**config.mk**
```make
export PLATFORM = sky130hd
export DESIGN_NAME = pixel_array_readout
export DESIGN_NICKNAME = d
export VERILOG_FILES = /design/src/rtl/pixel_array_readout.sv
export SDC_FILE = /design/constraint.sdc
export NUM_CORES = 1
export LEC_CHECK = 0
export CAP_MARGIN = 20
export CORE_UTILIZATION = 43
export DETAILED_ROUTE_END_ITERATION = 8
export GPL_ROUTABILITY_DRIVEN = 0
export HOLD_SLACK_MARGIN = 0.03
export PLACE_DENSITY = 0.79
export SKIP_LAST_GASP = 1
export SYNTH_ARGS = -nofsm -noshare
export SYNTH_HDL_FRONTEND = slang
export SYNTH_SLANG_ARGS = --single-unit
```
**constraint.sdc**
```tcl
create_clock -name CLK -period 2 [get_ports CLK]
set_input_delay 0.4 -clock CLK [delete_from_list [all_inputs] [get_ports CLK]]
set_output_delay 0.4 -clock CLK [all_outputs]
set_load 0.02 [all_outputs]
```
**src/rtl/pixel_array_readout.sv**
```systemverilog
// Frame sequencer and row readout buffer for the pixel array.
// Runs erase/expose/convert per frame, then streams rows out over valid/ready.
module pixel_array_readout #(
    parameter int HEIGHT       = 2,
    parameter int WIDTH        = 2,
    parameter int PIXEL_BITS   = 8,
    parameter int ERASE_CYCLES = 5,
    parameter int EXP_W        = 8,
    parameter int FRAME_CNT_W  = 8,
    localparam int RW = (HEIGHT > 1) ? $clog2(HEIGHT) : 1,
    localparam int DW = WIDTH * PIXEL_BITS
) (
    input  logic                   CLK,
    input  logic                   RESET,
    input  logic                   START,
    input  logic                   CONTINUOUS,
    input  logic [EXP_W-1:0]       EXPOSE_TIME,
    output logic                   ERASE,
    output logic                   EXPOSE,
    output logic                   ANALOG_RAMP,
    output logic [PIXEL_BITS-1:0]  DIGITAL_RAMP,
    output logic [HEIGHT-1:0]      READ,
    input  logic [DW-1:0]          PIX_DATA,
    output logic                   OUT_VALID,
    input  logic                   OUT_READY,
    output logic [DW-1:0]          OUT_DATA,
    output logic [RW-1:0]          OUT_ROW,
    output logic                   OUT_LAST,
    output logic                   BUSY,
    output logic [FRAME_CNT_W-1:0] FRAME_COUNT
);

    localparam int EW  = $clog2(ERASE_CYCLES + 1);
    localparam int CW0 = (EXP_W > PIXEL_BITS) ? EXP_W : PIXEL_BITS;
    localparam int CW  = (CW0 > EW) ? CW0 : EW;

    localparam logic [CW-1:0] ERASE_LAST = CW'(ERASE_CYCLES - 1);
    localparam logic [CW-1:0] RAMP_LAST  = CW'((1 << PIXEL_BITS) - 1);
    localparam logic [RW-1:0] ROW_LAST   = RW'(HEIGHT - 1);

    localparam logic [2:0] IDLE     = 3'd0;
    localparam logic [2:0] ERASE_S  = 3'd1;
    localparam logic [2:0] EXPOSE_S = 3'd2;
    localparam logic [2:0] CONVERT  = 3'd3;
    localparam logic [2:0] READ_S   = 3'd4;
    localparam logic [2:0] HOLD     = 3'd5;

    logic [2:0]       state, state_d;
    logic [CW-1:0]    cnt, cnt_d;
    logic [RW-1:0]    row, row_d;
    logic [EXP_W-1:0] exp_q, exp_d;
    logic [EXP_W-1:0] exp_start;
    logic [CW-1:0]    exp_last;
    logic             frame_done;

    // A zero exposure request still exposes for one cycle.
    assign exp_start = (EXPOSE_TIME == '0) ? EXP_W'(1) : EXPOSE_TIME;
    assign exp_last  = CW'(exp_q) - CW'(1);

    always_comb begin
        state_d    = state;
        cnt_d      = cnt;
        row_d      = row;
        exp_d      = exp_q;
        frame_done = 1'b0;
        case (state)
            IDLE: begin
                if (START) begin
                    state_d = ERASE_S;
                    cnt_d   = '0;
                    exp_d   = exp_start;
                end
            end
            ERASE_S: begin
                if (cnt == ERASE_LAST) begin
                    state_d = EXPOSE_S;
                    cnt_d   = '0;
                end else begin
                    cnt_d = cnt + CW'(1);
                end
            end
            EXPOSE_S: begin
                if (cnt == exp_last) begin
                    state_d = CONVERT;
                    cnt_d   = '0;
                end else begin
                    cnt_d = cnt + CW'(1);
                end
            end
            CONVERT: begin
                if (cnt == RAMP_LAST) begin
                    state_d = READ_S;
                    cnt_d   = '0;
                    row_d   = '0;
                end else begin
                    cnt_d = cnt + CW'(1);
                end
            end
            READ_S: begin
                state_d = HOLD;
            end
            HOLD: begin
                if (OUT_READY) begin
                    if (row == ROW_LAST) begin
                        frame_done = 1'b1;
                        if (CONTINUOUS) begin
                            state_d = ERASE_S;
                            cnt_d   = '0;
                            exp_d   = exp_start;
                        end else begin
                            state_d = IDLE;
                        end
                    end else begin
                        row_d   = row + RW'(1);
                        state_d = READ_S;
                    end
                end
            end
            default: begin
                state_d = IDLE;
            end
        endcase
    end

    // Outputs are registered from next-state values so they line up with state.
    always_ff @(posedge CLK) begin
        if (RESET) begin
            state        <= IDLE;
            cnt          <= '0;
            row          <= '0;
            exp_q        <= '0;
            ERASE        <= 1'b0;
            EXPOSE       <= 1'b0;
            ANALOG_RAMP  <= 1'b0;
            DIGITAL_RAMP <= '0;
            READ         <= '0;
            OUT_VALID    <= 1'b0;
            OUT_DATA     <= '0;
            OUT_ROW      <= '0;
            OUT_LAST     <= 1'b0;
            BUSY         <= 1'b0;
            FRAME_COUNT  <= '0;
        end else begin
            state        <= state_d;
            cnt          <= cnt_d;
            row          <= row_d;
            exp_q        <= exp_d;
            ERASE        <= (state_d == ERASE_S);
            EXPOSE       <= (state_d == EXPOSE_S);
            ANALOG_RAMP  <= (state_d == CONVERT);
            DIGITAL_RAMP <= (state_d == CONVERT) ? cnt_d[PIXEL_BITS-1:0] : '0;
            READ         <= (state_d == READ_S) ? (HEIGHT'(1) << row_d) : '0;
            OUT_VALID    <= (state_d == HOLD);
            OUT_ROW      <= (state_d == HOLD) ? row_d : '0;
            OUT_LAST     <= (state_d == HOLD) && (row_d == ROW_LAST);
            BUSY         <= (state_d != IDLE);
            if (state == READ_S) begin
                OUT_DATA <= PIX_DATA;
            end
            if (frame_done) begin
                FRAME_COUNT <= FRAME_COUNT + FRAME_CNT_W'(1);
            end
        end
    end

endmodule

```
=== Yosys cells after proc, flatten, opt, wreduce, memory -nomap -nowiden ===
Cells that the tools add are included.

* Bits in registers: 61
* Bits of input ports: 29
* Output and inout bits: 41
* Logic and storage cells: 78

* Add/subtract/negate cells: 4
* Equal/unequal tests: 17
* Shift-type cells: 1
* Muxes and demuxes: 29
* Bitwise operators: 3
* Reduce and logical (&&, ||, !) cells: 9

{| class="wikitable"
|+ Operators by type and width
! operator !! count
|-
| 2-to-1 mux 8 bit || 12
|-
| one-hot mux 8 bit (5 select lines) || 1
|-
| 2-to-1 mux 3 bit || 6
|-
| one-hot mux 3 bit (6 select lines) || 1
|-
| adder 8 x 1 -> 8 bit (second input constant) || 2
|-
| one-hot mux 8 bit (2 select lines) || 1
|-
| == test 3 x 2 -> 1 bit (second input constant) || 4
|-
| == test 3 bit (second input constant) || 4
|-
| == test 8 x 3 -> 1 bit (second input constant) || 1
|-
| == test 8 bit || 1
|-
| == test 8 bit (second input constant) || 1
|-
| logical NOT 8 bit || 1
|-
| inequality test 2 bit (second input constant) || 4
|-
| subtractor 8 x 1 -> 8 bit (second input constant) || 1
|-
| 2-to-1 mux 1 bit || 7
|-
| == test 3 x 1 -> 1 bit (second input constant) || 2
|-
| OR reduction 2 bit || 3
|-
| AND reduction 5 bit || 1
|-
| logical NOT 3 bit || 1
|-
| NOT 1 bit || 3
|-
| nonzero test 3 bit || 1
|-
| one-hot mux 1 bit (2 select lines) || 1
|-
| nonzero test 2 bit || 1
|-
| << shifter 1 x 1 -> 2 bit (first input constant) || 1
|-
| other kinds (2) || 2
|}

=== Logic depth before layout (Yosys ltp) ===
* Depth in word-level cells: 7
* Mapped depth: 10
* Depth with buffers taken out: 9

=== Worst setup path after synthesis ===
OpenSTA, ideal clock, no wires.

* Path kind: register to register
* Start: register exp_q[0]
* End: register DIGITAL_RAMP[5]
* Setup time: 80 ps
* Arrival: 2094 ps
* Required time: 1920 ps
* Slack: -175 ps
* Stages on the path, launching flop included: 10
* Buffers on the path: 1
* Period minus slack after synthesis: 2175 ps
* Path through: dfxtp_1 > inv_1 > ha_1 > xnor2_1 > a211o_1 > nor4b_4 > nand3_1 > o221a_4 > buf_6 > nor3b_1

* Longest elaborated chain between the ends: 7
* Elaborated cells on any way between the ends: 9
* Classes of those cells: add/sub: 1; eq/ne: 2; mux: 4; bitwise: 1; reduce/logical: 1

{| class="wikitable"
|+ RTL lines
! what !! RTL line !! source
|-
| start: declaration || 51 || <nowiki>logic [EXP_W-1:0] exp_q, exp_d;</nowiki>
|-
| start signal: assignment || 147 || <nowiki>exp_q <= exp_d;</nowiki>
|-
| subtractor 8 x 1 -> 8 bit * || 58 || <nowiki>assign exp_last = CW'(exp_q) - CW'(1);</nowiki>
|-
| == test 8 bit * || 83 || <nowiki>if (cnt == exp_last) begin</nowiki>
|-
| 2-to-1 mux 3 bit || 83 ||
|-
| one-hot mux 3 bit (6 select lines) || 66 || <nowiki>case (state)</nowiki>
|-
| == test 3 x 2 -> 1 bit || 151 || <nowiki>DIGITAL_RAMP <= (state_d == CONVERT) ? cnt_d[PIXEL_BITS-1:0] : '0;</nowiki>
|-
| NOT 1 bit (no line) || n/a ||
|-
| OR reduction 2 bit (no line) || n/a ||
|-
| end signal: assignment || 151 ||
|-
| end: declaration || 21 || <nowiki>output logic [PIXEL_BITS-1:0] DIGITAL_RAMP,</nowiki>
|}

Every way passes the cells marked *; elsewhere a longest branch is shown, timed or not.
A chain may end at the register's enable or synchronous reset.

=== Final worst setup path ===
* Start: register exp_q[1]
* End: register OUT_ROW

* Longest elaborated chain between the ends: 7

{| class="wikitable"
|+ RTL lines
! what !! RTL line !! source
|-
| subtractor 8 x 1 -> 8 bit || 58 ||
|-
| == test 8 bit || 83 ||
|-
| 2-to-1 mux 3 bit || 83 ||
|-
| one-hot mux 3 bit (6 select lines) || 66 ||
|-
| == test 3 bit || 154 || <nowiki>OUT_ROW <= (state_d == HOLD) ? row_d : '0;</nowiki>
|-
| NOT 1 bit (no line) || n/a ||
|-
| OR reduction 2 bit (no line) || n/a ||
|-
| end signal: assignment || 154 ||
|-
| end: declaration || 27 || <nowiki>output logic [RW-1:0] OUT_ROW,</nowiki>
|}

Every way passes these cells.

==> impl_metrics.toml <==
[worst_setup_path]
crit_slowest_cell = "nor4b_4"
r2r-end = "OUT_ROW"
critPathMaxFanout = 6
cp_common_cell = "nor4b_4"
crit_arrival_ns = 2.58
cp-start-kind = "flip-flop"
r2r_start = "exp_q[1]"
end_kind = "flip-flop"
reg2regPathDepth = 8
crit_path_max_incr_delay_ns = 0.38
r2r_setup_slack_ns = -0.35
worstPathRequired_ns = 2.23
cp_cell_sequence = "inv_2 > ha_4 > xnor2_2 > a211o_1 > nor4b_4 > nand3_2 > o221a_4 > nor4b_4"
worstSetupPathType = "flip-flop to flip-flop"

[detailed_routing]
vias_per_cell = 5.39
via_count = 2717
drt_pass1_iterations = 4
dr.first_iter.drc_count = 194
wl_per_cell_um = 15.7
antenna_left = 0
wl_mm = 7.92
drc = 0

[sta]
final.period_utilization_pct = 117
fin_skew_ns = 0.00954
worst_pin_slew_ns = 0.646
fmax_ghz = 0.426
worst_slack_ns = -0.347
hold_viol_final = 0
period_minus_slack_ns = 2.35
setup_viol = 26
slew_violations = 0
maxSlewHeadroom_pct = 56.9
rsz0062_at_grt = "yes"
tns_ns = -6.23

[cts]
clk_path_buf_depth = 2
clk_latency_ns = 0.33
cts_sinks = 61
numCtsBuffers = 9
holdBufCountCts = 0
tritoncts = "done"
htree_num_levels = 3
clk_pin_slew_ns = 0.06
cts-root-buf = "clkbuf_8"

[floorplanning]
core_sq_um = 6030
fp-row-count = 28
die_width_um = 81.8
io_pins = 70
dieArea_sq_um = 6690
die_y_um = 81.8
initial_utilization_pct = 45.5

[synthesis]
yosysUniqueCellTypes = 45
mappedNetlistArea_sq_um = 2740
synthesis.nets = 350
synth_seq_area_share_pct = 44.6
ys_ff_latch = 61
syn_area_per_cell_sq_um = 8.64
synth_warnings = 0
synthCells = 317

[global_routing]
grt_use_total_pct = 24.6
antenna_found_initial = 0
grt_max_degree = 33
overflow = 0
grt_pass1_vias = 2633
grt_pass1_wl_mm = 12.3

[hold_path]
hold_path.class = "flip-flop to flip-flop"
holdPathStages = 2
hold_start = "OUT_DATA[15]"
min_to = "OUT_DATA[15]"

[power]
power_uw = 3000
p_leak_uw = 0.00157
irDropWorstVdd_mv = 0.682
powerDensity_nw_per_um2 = 697

[place]
dpl.hpwl_mm = 5.08
io_buffer_count = 69

[outcome]
violations = "negative setup slack"
status = "finished, violations left"

[flow_run]
drv_cap = 0

[layout]
syn_to_final_growth_pct = 57.1
diodes = 0
final_nets = 457
drive_above_1_share_pct = 24.9
[synth_stat cells (all sizes together)]
cell	n	area [sq um]
dfxtp	61	1220
nand2	46	173
nor2	32	120
a21oi	25	129
clkbuf	13	48.8
xnor2	12	105
inv	11	41.3
nor3	11	55.1
o21ai	10	50.1
mux2i	9	90.1
nand3	7	35.0
nand4	7	43.8
xor2	7	61.3
a211oi	5	37.5
a31oi	5	31.3
nand2b	5	31.3
nor2b	5	31.3
nor3b	5	37.5
buf	4	25.0
ha	4	50.1
nor4b	4	50.1
or3	4	30.0
a2111oi	3	38.8
and3	3	18.8
a22oi	2	15.0
a2bb2oi	2	17.5
and2	2	12.5
nor4	2	18.8
or2	2	12.5
a211o	1	8.76
a221oi	1	8.76
a41oi	1	8.76
and3b	1	8.76
and4b	1	10.0
o221a	1	20.0
o22a	1	8.76
or4	1	11.3
xnor3	1	22.5
[layout by cell type, fill, tap and decap left out, drive strengths merged, types with 3 or more instances in the layout]
| master | count |
|---|---|
| clkbuf | 12 |
| nand2b | 5 |
| xnor2 | 12 |
| bufinv | 3 |
| nand2 | 46 |
| dfxtp | 61 |
| o21ai | 10 |
| a2111oi | 3 |
| mux2i | 9 |
| buf | 43 |
| nor3 | 11 |
| nor4b | 4 |
| and3 | 3 |
| nand4 | 7 |
| nand3 | 7 |
| xor2 | 7 |
| nor2 | 32 |
| a31oi | 5 |
| nor3b | 5 |
| ha | 4 |
| a21oi | 25 |
| inv | 11 |
| or3 | 4 |
| clkdlybuf4s50 | 69 |
| nor2b | 5 |
| a211oi | 5 |
[metrics by stage]
stage | utilization, % | hold slack [ns] | area (sq um) | setup WS [ns] | cells
finish | 71.4 | 0.453 | 4300 | -0.347 | 504
global route | 71.4 | 0.473 | 4300 | -0.413 | 504
CTS | 69.7 | 0.458 | 4200 | -0.249 | 503
detailed placement | 63.4 | 0.450 | 3820 | -0.269 | 485
global placement | 63.4 | 0.442 | 3820 | -0.208 | 485
floorplan | - | 0.481 | 2800 | -0.0723 | 317
[final cells by class]
type                    count  area (sq um)
multi-input cells         229          1670
flip-flops and latches     61          1220
clock inverters             4          95.1
repair buffers            112          1040
well taps                  75          93.8
fillers                   453          1720
clock buffers              12           145
inverters                  11          41.3
[flip-flops by register name (all words and copies together) (netlist names), 2 cells and up]
register,flops
exp_q,8
FRAME_COUNT,8
READ,2
state,3
DIGITAL_RAMP,8
OUT_DATA,16
cnt,8
[critical path: cells and delay by family, from the launching register on]
family / cells / cell delay (ns)
flops: 1 / 0.35
buf+inv: 1 / 0.05
simple gates: 3 / 0.84
fa+ha+maj: 1 / 0.24
xor+xnor: 1 / 0.12
compound gates: 2 / 0.65
[metal layers]
| metal | global-route usage, % | up-vias | wire length, um |
|---|---|---|---|
| met1 | 28.8 | 1290 | 3260 |
| met4 | 14.7 | 0 | 218 |
| met5 | 0 | - | 0 |
| met3 | 6.33 | 24 | 398 |
| li1 | - | 1316 | - |
| met2 | 40.1 | 87 | 4040 |
[power breakdown]
group | leakage (uW) | internal [uW] | switching (uW)
Clock | 0.000121 | 861 | 464
Combinational | 0.000957 | 223 | 199
Sequential | 0.000494 | 1240 | 17.5
[kinds of logic after synthesis]
group | after synthesis | synth area share, %
flip-flops | 61 | 44.6
buffers and inverters | 28 | 4.20
multiplexers | 9 | 3.29
XOR/XNOR | 20 | 6.90
AND/OR/NAND/NOR | 138 | 25.5
AO/OA/AOI/OAI | 57 | 13.7
adder cells (fa/ha/maj) | 4 | 1.83
[what timing repair did]
item                                    CTS  global route
pin swaps                                12            12
resized for setup                        30            19
setup buffers                             2             1
gates cloned                              1             0
endpoints found under the setup margin   26            47
hold endpoints to repair                  0             0
[worst max-delay path by stage]
stage | start | to | slack [ns]
6_report | exp_q[1] | OUT_ROW | -0.35
5_1_grt | exp_q[0] | OUT_ROW | -0.41
4_1_cts | exp_q[1] | READ[0] | -0.25
3_5_place_dp | exp_q[0] | DIGITAL_RAMP[4] | -0.27
3_3_place_gp | exp_q[0] | READ[0] | -0.21
2_1_floorplan | exp_q[0] | DIGITAL_RAMP[0] | -0.07
Note: power is estimated with default switching activity, not from simulation.
